===== config.mk =====
export PLATFORM = sky130hd
export DESIGN_NAME = ps2_host_tx
export DESIGN_NICKNAME = d
export VERILOG_FILES = /design/src/rtl/ps2_pkg.sv /design/src/rtl/ps2_sync_edge.sv /design/src/rtl/ps2_host_tx.sv
export SDC_FILE = /design/constraint.sdc
export NUM_CORES = 1
export LEC_CHECK = 0
export CORE_MARGIN = 5
export CORE_UTILIZATION = 58
export DETAILED_ROUTE_END_ITERATION = 10
export PLACE_DENSITY = 0.87
export SYNTH_ARGS = -nofsm -noshare
export SYNTH_HDL_FRONTEND = slang
export SYNTH_SLANG_ARGS = --single-unit

===== constraint.sdc =====
create_clock -name pclk -period 2.7 [get_ports pclk]
set_input_delay 0.675 -clock pclk [delete_from_list [all_inputs] [get_ports pclk]]
set_output_delay 0.675 -clock pclk [all_outputs]
set_load 0.01 [all_outputs]

===== src/rtl/ps2_pkg.sv =====
// Shared PS/2 definitions: FSM state encoding, frame length, common keyboard
// commands and a microseconds-to-clock-cycles helper.
package ps2_pkg;

  typedef enum logic [2:0] {
    IDLE,
    INHIBIT,
    START,
    XFER,
    ACK,
    WAIT_IDLE
  } state_t;

  localparam int unsigned FRAME_BITS = 11;

  localparam logic [7:0] CMD_SET_LED = 8'hED;
  localparam logic [7:0] CMD_RESET   = 8'hFF;
  localparam logic [7:0] CMD_ENABLE  = 8'hF4;

  function automatic int unsigned us_to_cycles(input int unsigned clk_hz,
                                               input int unsigned us);
    return (clk_hz / 32'd1_000_000) * us;
  endfunction

endpackage


===== src/rtl/ps2_sync_edge.sv =====
// Two-flop synchronizer for one asynchronous PS/2 line plus falling-edge
// detect on the synchronized level. Idle level of the bus is high.
module ps2_sync_edge (
  input  logic i_clk,
  input  logic i_rst,
  input  logic i_line,
  output logic o_level,
  output logic o_fall_c
);

  logic r_meta;
  logic r_sync;
  logic r_prev;

  always_ff @(posedge i_clk) begin
    if (i_rst) begin
      r_meta <= 1'b1;
      r_sync <= 1'b1;
      r_prev <= 1'b1;
    end else begin
      r_meta <= i_line;
      r_sync <= r_meta;
      r_prev <= r_sync;
    end
  end

  assign o_level  = r_sync;
  assign o_fall_c = r_prev & ~r_sync;

endmodule


===== src/rtl/ps2_host_tx.sv =====
// Host-to-device PS/2 transmitter: inhibits the bus, sends one command byte
// with odd parity clocked by the device, and checks the device ack.
module ps2_host_tx
  import ps2_pkg::*;
#(
  parameter int unsigned CLK_FREQ_HZ      = 100_000_000,
  parameter int unsigned INHIBIT_US       = 120,
  parameter int unsigned START_TIMEOUT_US = 15_000,
  parameter int unsigned FRAME_TIMEOUT_US = 2_000
) (
  input  logic       pclk,
  input  logic       rst,
  input  logic [7:0] tx_data,
  input  logic       tx_valid,
  output logic       tx_ready,
  output logic       busy,
  output logic       done,
  output logic       err,
  input  logic       ps2_clk_in,
  input  logic       ps2_data_in,
  output logic       ps2_clk_oe,
  output logic       ps2_data_oe
);

  localparam int unsigned INHIBIT_CYCLES = us_to_cycles(CLK_FREQ_HZ, INHIBIT_US);
  localparam int unsigned START_CYCLES   = us_to_cycles(CLK_FREQ_HZ, START_TIMEOUT_US);
  localparam int unsigned FRAME_CYCLES   = us_to_cycles(CLK_FREQ_HZ, FRAME_TIMEOUT_US);
  localparam int unsigned MAX_A          = (INHIBIT_CYCLES > START_CYCLES) ?
                                           INHIBIT_CYCLES : START_CYCLES;
  localparam int unsigned MAX_CYCLES     = (MAX_A > FRAME_CYCLES) ? MAX_A : FRAME_CYCLES;
  localparam int unsigned CNT_W          = $clog2(MAX_CYCLES + 1);
  localparam int unsigned BIT_W          = $clog2(FRAME_BITS);

  state_t             r_state;
  logic [CNT_W-1:0]   r_cnt;
  logic [BIT_W-1:0]   r_bit_cnt;
  logic [8:0]         r_shift;
  logic               r_ready;
  logic               r_busy;
  logic               r_done;
  logic               r_err;
  logic               r_clk_oe;
  logic               r_data_oe;

  logic w_clk_lvl;
  logic w_clk_fall;
  logic w_data_lvl;
  logic w_unused_data_fall;

  ps2_sync_edge u_clk_sync (
    .i_clk   (pclk),
    .i_rst   (rst),
    .i_line  (ps2_clk_in),
    .o_level (w_clk_lvl),
    .o_fall_c(w_clk_fall)
  );

  ps2_sync_edge u_data_sync (
    .i_clk   (pclk),
    .i_rst   (rst),
    .i_line  (ps2_data_in),
    .o_level (w_data_lvl),
    .o_fall_c(w_unused_data_fall)
  );

  // r_cnt times the inhibit, then the start wait, then the whole device-clocked frame
  always_ff @(posedge pclk) begin
    if (rst) begin
      r_state   <= IDLE;
      r_cnt     <= '0;
      r_bit_cnt <= '0;
      r_shift   <= '0;
      r_ready   <= 1'b1;
      r_busy    <= 1'b0;
      r_done    <= 1'b0;
      r_err     <= 1'b0;
      r_clk_oe  <= 1'b0;
      r_data_oe <= 1'b0;
    end else begin
      r_done <= 1'b0;
      r_err  <= 1'b0;
      case (r_state)
        IDLE: begin
          if (tx_valid && r_ready) begin
            r_shift   <= {~^tx_data, tx_data};
            r_cnt     <= '0;
            r_bit_cnt <= '0;
            r_ready   <= 1'b0;
            r_busy    <= 1'b1;
            r_clk_oe  <= 1'b1;
            r_data_oe <= 1'b0;
            r_state   <= INHIBIT;
          end else begin
            r_ready <= 1'b1;
            r_busy  <= 1'b0;
          end
        end
        INHIBIT: begin
          if (r_cnt == CNT_W'(INHIBIT_CYCLES - 1)) begin
            r_cnt     <= '0;
            r_clk_oe  <= 1'b0;
            r_data_oe <= 1'b1;
            r_state   <= START;
          end else begin
            r_cnt <= r_cnt + CNT_W'(1);
          end
        end
        START: begin
          if (w_clk_fall) begin
            r_data_oe <= ~r_shift[0];
            r_shift   <= {1'b0, r_shift[8:1]};
            r_bit_cnt <= BIT_W'(1);
            r_cnt     <= '0;
            r_state   <= XFER;
          end else if (r_cnt == CNT_W'(START_CYCLES - 1)) begin
            r_err     <= 1'b1;
            r_data_oe <= 1'b0;
            r_busy    <= 1'b0;
            r_state   <= IDLE;
          end else begin
            r_cnt <= r_cnt + CNT_W'(1);
          end
        end
        default: begin
          // XFER, ACK and WAIT_IDLE all share the frame timeout
          if (r_cnt == CNT_W'(FRAME_CYCLES - 1)) begin
            r_err     <= 1'b1;
            r_clk_oe  <= 1'b0;
            r_data_oe <= 1'b0;
            r_busy    <= 1'b0;
            r_state   <= IDLE;
          end else begin
            r_cnt <= r_cnt + CNT_W'(1);
            case (r_state)
              XFER: begin
                if (w_clk_fall) begin
                  r_bit_cnt <= r_bit_cnt + BIT_W'(1);
                  if (r_bit_cnt == BIT_W'(FRAME_BITS - 2)) begin
                    r_data_oe <= 1'b0;
                    r_state   <= ACK;
                  end else begin
                    r_data_oe <= ~r_shift[0];
                    r_shift   <= {1'b0, r_shift[8:1]};
                  end
                end
              end
              ACK: begin
                if (w_clk_fall) begin
                  if (!w_data_lvl) begin
                    r_state <= WAIT_IDLE;
                  end else begin
                    r_err   <= 1'b1;
                    r_busy  <= 1'b0;
                    r_state <= IDLE;
                  end
                end
              end
              default: begin
                if (w_clk_lvl && w_data_lvl) begin
                  r_done  <= 1'b1;
                  r_busy  <= 1'b0;
                  r_state <= IDLE;
                end
              end
            endcase
          end
        end
      endcase
    end
  end

  assign tx_ready    = r_ready;
  assign busy        = r_busy;
  assign done        = r_done;
  assign err         = r_err;
  assign ps2_clk_oe  = r_clk_oe;
  assign ps2_data_oe = r_data_oe;

endmodule


Word level (Yosys, flattened, before mapping)
Index checks and enable logic that the tools add are counted.

word-level totals
  flip-flop bits (word level) = 48
  bits of input ports = 13

cells by class
  add/subtract/negate cells = 2
  equal/unequal tests = 24
  muxes and demuxes = 61
  bitwise logic cells = 5
  reduce and logical (&&, ||, !) cells = 20

operators with widths
  operator               number
  $mux 21                5
  $pmux 21 s3            1
  $mux 9                 6
  $mux 3                 10
  $pmux 9 s3             1
  $mux 1                 25
  $add 21x1->21 const B  1
  $eq 21x14->1 const B   1
  $eq 21x18->1 const B   1
  $eq 21x21->1 const B   1
  $reduce_and 7->1       3
  $mux 4                 5
  $reduce_bool 5->1      3
  $ne 6x2->1 const B     2
  $pmux 4 s3             1
  $ne 5x2->1 const B     2
  $pmux 1 s3             3
  $pmux 3 s3             1
  $ne 2x2->1 const B     4
  $reduce_xnor 8->1      1
  $reduce_bool 7->1      1
  $reduce_or 7->1        1
  $eq 3x2->1 const B     2
  $ne 3x1->1 const B     2
  other kinds (22)       29

Logic depth before layout (Yosys ltp)
  depth after elaboration = 6
  depth in mapped cells = 8
  gate-level depth less buffers = 8

By module
From an unflattened synthesis, not the netlist that was laid out.

unflattened totals
  cells, all modules = 330
  area total of the unflattened synthesis = 2662.6 µm²

modules (own cells, without submodules)
  module         times used  cells an instance  area an instance (µm²)  seq. area each (µm²)
  ps2_host_tx    1           316                2492.4                  860.8
  ps2_sync_edge  2           7                  85.1                    60.1

Least setup slack after synthesis
OpenSTA, ideal clock, no wires.

  kind = flip-flop to flip-flop
  start = register r_cnt[0]
  end = register r_state[0]
  library setup time = 0.121 ns
  arrival time = 1.985 ns
  path slack = 0.594 ns
  stages on the path, launching flop included = 8
  path buffers = 0
  period minus slack after synthesis = 2.106 ns
  path through = dfxtp_1 > ha_1 > nor4bb_1 > nand2_1 > nor3_1 > o211ai_1 > nor2_1 > mux2_2

between the ends
  longest elaborated chain between the ends = 3
  elaborated cells on any way between the ends = 12
  classes of those cells = eq/ne (8); mux (2); reduce/logical (2)

ends and longest elaborated chain
  what                                                             line                text
  start: declaration                                               ps2_host_tx.sv:35   logic [CNT_W-1:0] r_cnt;
  start signal: assignment                                         ps2_host_tx.sv:105  r_cnt <= r_cnt + CNT_W'(1);
  start signal: assignment                                         ps2_host_tx.sv:121  r_cnt <= r_cnt + CNT_W'(1);
  start signal: assignment                                         ps2_host_tx.sv:133  r_cnt <= r_cnt + CNT_W'(1);
  $eq 21x18->1 (tied with other cells)                             ps2_host_tx.sv:126  if (r_cnt == CNT_W'(FRAME_CYCLES - 1)) begin
  $ne 6x2->1 (no line) (tied with other cells)                     --
  $reduce_and 7->1 (no line) / $pmux 3 s3 (equally long branches)  --
  end signal: assignment                                           ps2_host_tx.sv:119  r_state <= IDLE;
  end signal: assignment                                           ps2_host_tx.sv:131  r_state <= IDLE;
  end signal: assignment                                           ps2_host_tx.sv:140  r_state <= ACK;
  end: declaration                                                 ps2_host_tx.sv:34   state_t r_state;

Several ways; a longest one is shown, not always the timed one.
A chain may end at the register's enable or synchronous reset.

Worst setup path after layout
  start = input port tx_valid
  end = register r_cnt[13]

between the ends
  longest elaborated chain between the ends = 3

ends and longest elaborated chain
  what                        line               text
  start: declaration          ps2_host_tx.sv:14  input logic tx_valid,
  $logic_and 1x1->1           ps2_host_tx.sv:84  if (tx_valid && r_ready) begin
  $ne 2x2->1 (no line)        --
  $reduce_and 3->1 (no line)  --

No other way between the ends.

==> impl_metrics.py <==
metrics = {
    "final_layout": {
        "layout.cells.most_common": "nor2_1",
        "final_cell_mix": "nor2_1 (50), dfxtp_1 (48), nand2_1 (29)",
        "finish.instance_area_um2": 2870,
        "final_cells": 380,
        "area_growth_pct": 13.2,
        "design.final.nets": 343,
        "diodes": 0,
        "fraction_of_final_layout_cells_sized_beyond_drive_strength_1": 0.0884,
    },
    "min_path": {
        "hp-class": "flop to flop",
        "worstHoldPathCells": 1,
    },
    "power": {
        "ir_drop_v": 0.000396,
        "power.static_leakage_nw": 0.993,
        "power_density_nw_per_um2": 660,
        "final_power_mw": 1.90,
    },
    "detailed_routing": {
        "drt_pre_antenna_iters": 4,
        "drtIter0Drc": 222,
        "route.antenna.remaining_nets": 0,
        "routed-via-count": 2271,
        "avgRoutedWirePerCell_um": 14.2,
        "detail_route.vias_per_cell": 5.98,
        "detail_route.wirelength_mm": 5.40,
        "drc_errors": 0,
    },
    "worst_setup_path": {
        "critical_path_arrival_ps": 2730,
        "cp-end-kind": "flop",
        "regToRegSetupSlack_ps": 200,
        "worst_ep_required_time_ps": 2900,
        "crit_path_start_kind": "input port",
        "cp_max_fo": 5,
        "path_class": "input port to flop",
        "worst-r2r-cell-count": 8,
    },
    "clock_network": {
        "cts_hold_buffers": 0,
        "clock_insertion_delay_worst_skew_ps": 310,
        "cts-buffers-inserted": 5,
        "clockRootBuffer": "clkbuf_8",
        "clock_sink_count": 48,
        "cts_post_setup_buffers_inserted": 0,
        "ctsLongestPathBuffers": 2,
        "cts_repair_resize_count": 0,
        "htree_num_levels": 2,
        "clock_tree_from_tritoncts": "built",
        "worst_setup_hold_path_clk_slew_ps": 90,
    },
    "synth": {
        "synth-adder-area-share": 0.0148,
        "synth-seq-cells": 48,
        "syn_area_um2": 2540,
        "post_synth_main_area_contributors": "dfxtp_1 (38%), nor2_1 (7.4%), xor2_1 (4.5%)",
        "ys.flop_type": "dfxtp_1",
        "post-synth-top-area-fraction": 0.379,
        "xor_xnor_share_of_the_synthesized_area": 0.0828,
        "synth_top_family_by_area": "simple AND/OR/NAND/NOR gates",
        "synth.lib_cells_used.distinct": 56,
        "synth_top_area_cell": "dfxtp_1",
        "synthesis.nets": 326,
        "synthArstFlopShare": 0,
        "post_synth.cell_area_avg_um2": 8.19,
        "postSynthCellCount": 310,
        "synth.area.mux_share": 0.0163,
        "ys_seq_area_frac": 0.379,
        "area_share_of_and_or_nand_nor_cells_after_synthesis": 0.310,
        "synth_compound_gate_area_share": 0.162,
        "ys_warn_count": 0,
        "synth-edff-count": 0,
    },
    "sta": {
        "worstMarginPinSlew_ps": 862,
        "final.hold.worst_slack_ps": 417,
        "timing.final.crit_period_ps": 2530,
        "fin_crit_sh": 0.938,
        "clock.fmax_mhz": 395,
        "setup_repair_after_global_routing_missed_its_margin": "false",
        "slew_violations": 0,
        "slew_headroom": 0.423,
        "fin_skew_ps": 7.68,
        "timing.setup.tns_ps": 0,
        "setup_violations": 0,
        "timing_hold_violations_final": 0,
    },
    "floorplanning": {
        "initial_utilization": 0.591,
        "fp-row-count": 24,
        "top_level_ports": 19,
        "die_w_um": 76.1,
        "vertical_die_dimension_um": 76.1,
        "floorplan.die_area_um2": 5800,
        "core_area_um2": 4290,
    },
    "global_routing": {
        "grt_max_degree": 24,
        "antenna_found_initial": 0,
        "grt.overflow.total": 0,
        "grt_use_total": 0.190,
        "first_pass_grt_wire_length_mm": 9.38,
        "number_of_global_route_vias_before_repair": 2080,
    },
    "outcome": {
        "status": "complete, no violations",
    },
    "place": {
        "place.gp.congestion": 0.904,
        "count_of_input_and_output_buffers": 18,
        "postPlaceCellArea_um2": 2780,
        "detailedPlacementHpwl_mm": 4.01,
        "numPlacedInstances": 372,
    },
    "run": {
        "cap_violations": 0,
    },
}
## synthesized netlist by cell type, types with 7 or more instances
library cell   n
or2_2          7
nand3_1       15
xor2_1        13
o21ai_0       16
dfxtp_1       48
nor2_1        50
nand2_1       29
clkbuf_1      10
a311oi_1       9
xnor2_1       11
nor3_1        13
a21oi_1       10
## routing by layer
layer  vias to the layer above  wire length [um]  global-route usage
met4                         0                72              0.0664
met3                         7               194              0.0414
met1                      1090              2320               0.223
met5                         -                 0                   0
met2                        37              2820               0.338
li1                       1137                 -                   -
## report_power, final
part,switching (mW),leakage [nW],internal [mW]
Combinational,0.338,0.559,0.255
Sequential,0.0706,0.391,0.785
Clock,0.241,0.0434,0.207
Total,0.649,0.993,1.25
## final timing paths
kind,from,to
setup / recovery,tx_valid,r_cnt[13]
hold / removal,u_clk_sync.r_meta,u_clk_sync.o_level
setup reg to reg,r_cnt[0],r_shift[2]
hold reg to reg,u_clk_sync.r_meta,u_clk_sync.o_level
## sequential cells by signal (all words and copies together) (netlist names)
name,cells
r_state,3
u_clk_sync.r_meta,1
tx_ready,1
done,1
ps2_clk_oe,1
u_data_sync.r_meta,1
ps2_data_oe,1
r_shift,9
busy,1
u_clk_sync.o_level,1
err,1
u_data_sync.o_level,1
r_bit_cnt,4
u_clk_sync.r_prev,1
r_cnt,21
## critical path, cell delays in order
cell and delay, ps:
clkdlybuf4s50_1 460, a2111oi_0 700, nor3_1 230, and2_1 270
and4_1 230, xnor2_1 130, nor2_1 50
## per-stage QoR
step                utilization  setup WS (ps)
detailed placement        0.646           -152
finish                    0.669            168
floorplan                     -            594
CTS                       0.669            103
global placement          0.646          -59.2
global route              0.669           40.5
## cells by family (layout without fill, tap and decap cells)
kind of cell	after synthesis	in the layout
compound gates	57	57
xor+xnor	24	24
fa+ha+maj	3	3
buf+inv	20	38
flops	48	48
mux	4	4
simple gates	154	154
## final cells by class
cell class | count | area, um^2
multi-input combinational | 242 | 1490
fill | 372 | 1420
sequential | 48 | 961
timing repair buffer | 25 | 245
clock buffer | 6 | 82.6
tap | 52 | 65.1
inverter | 5 | 18.8
clock inverter | 2 | 15.0
(Power assumes the default switching activity.)
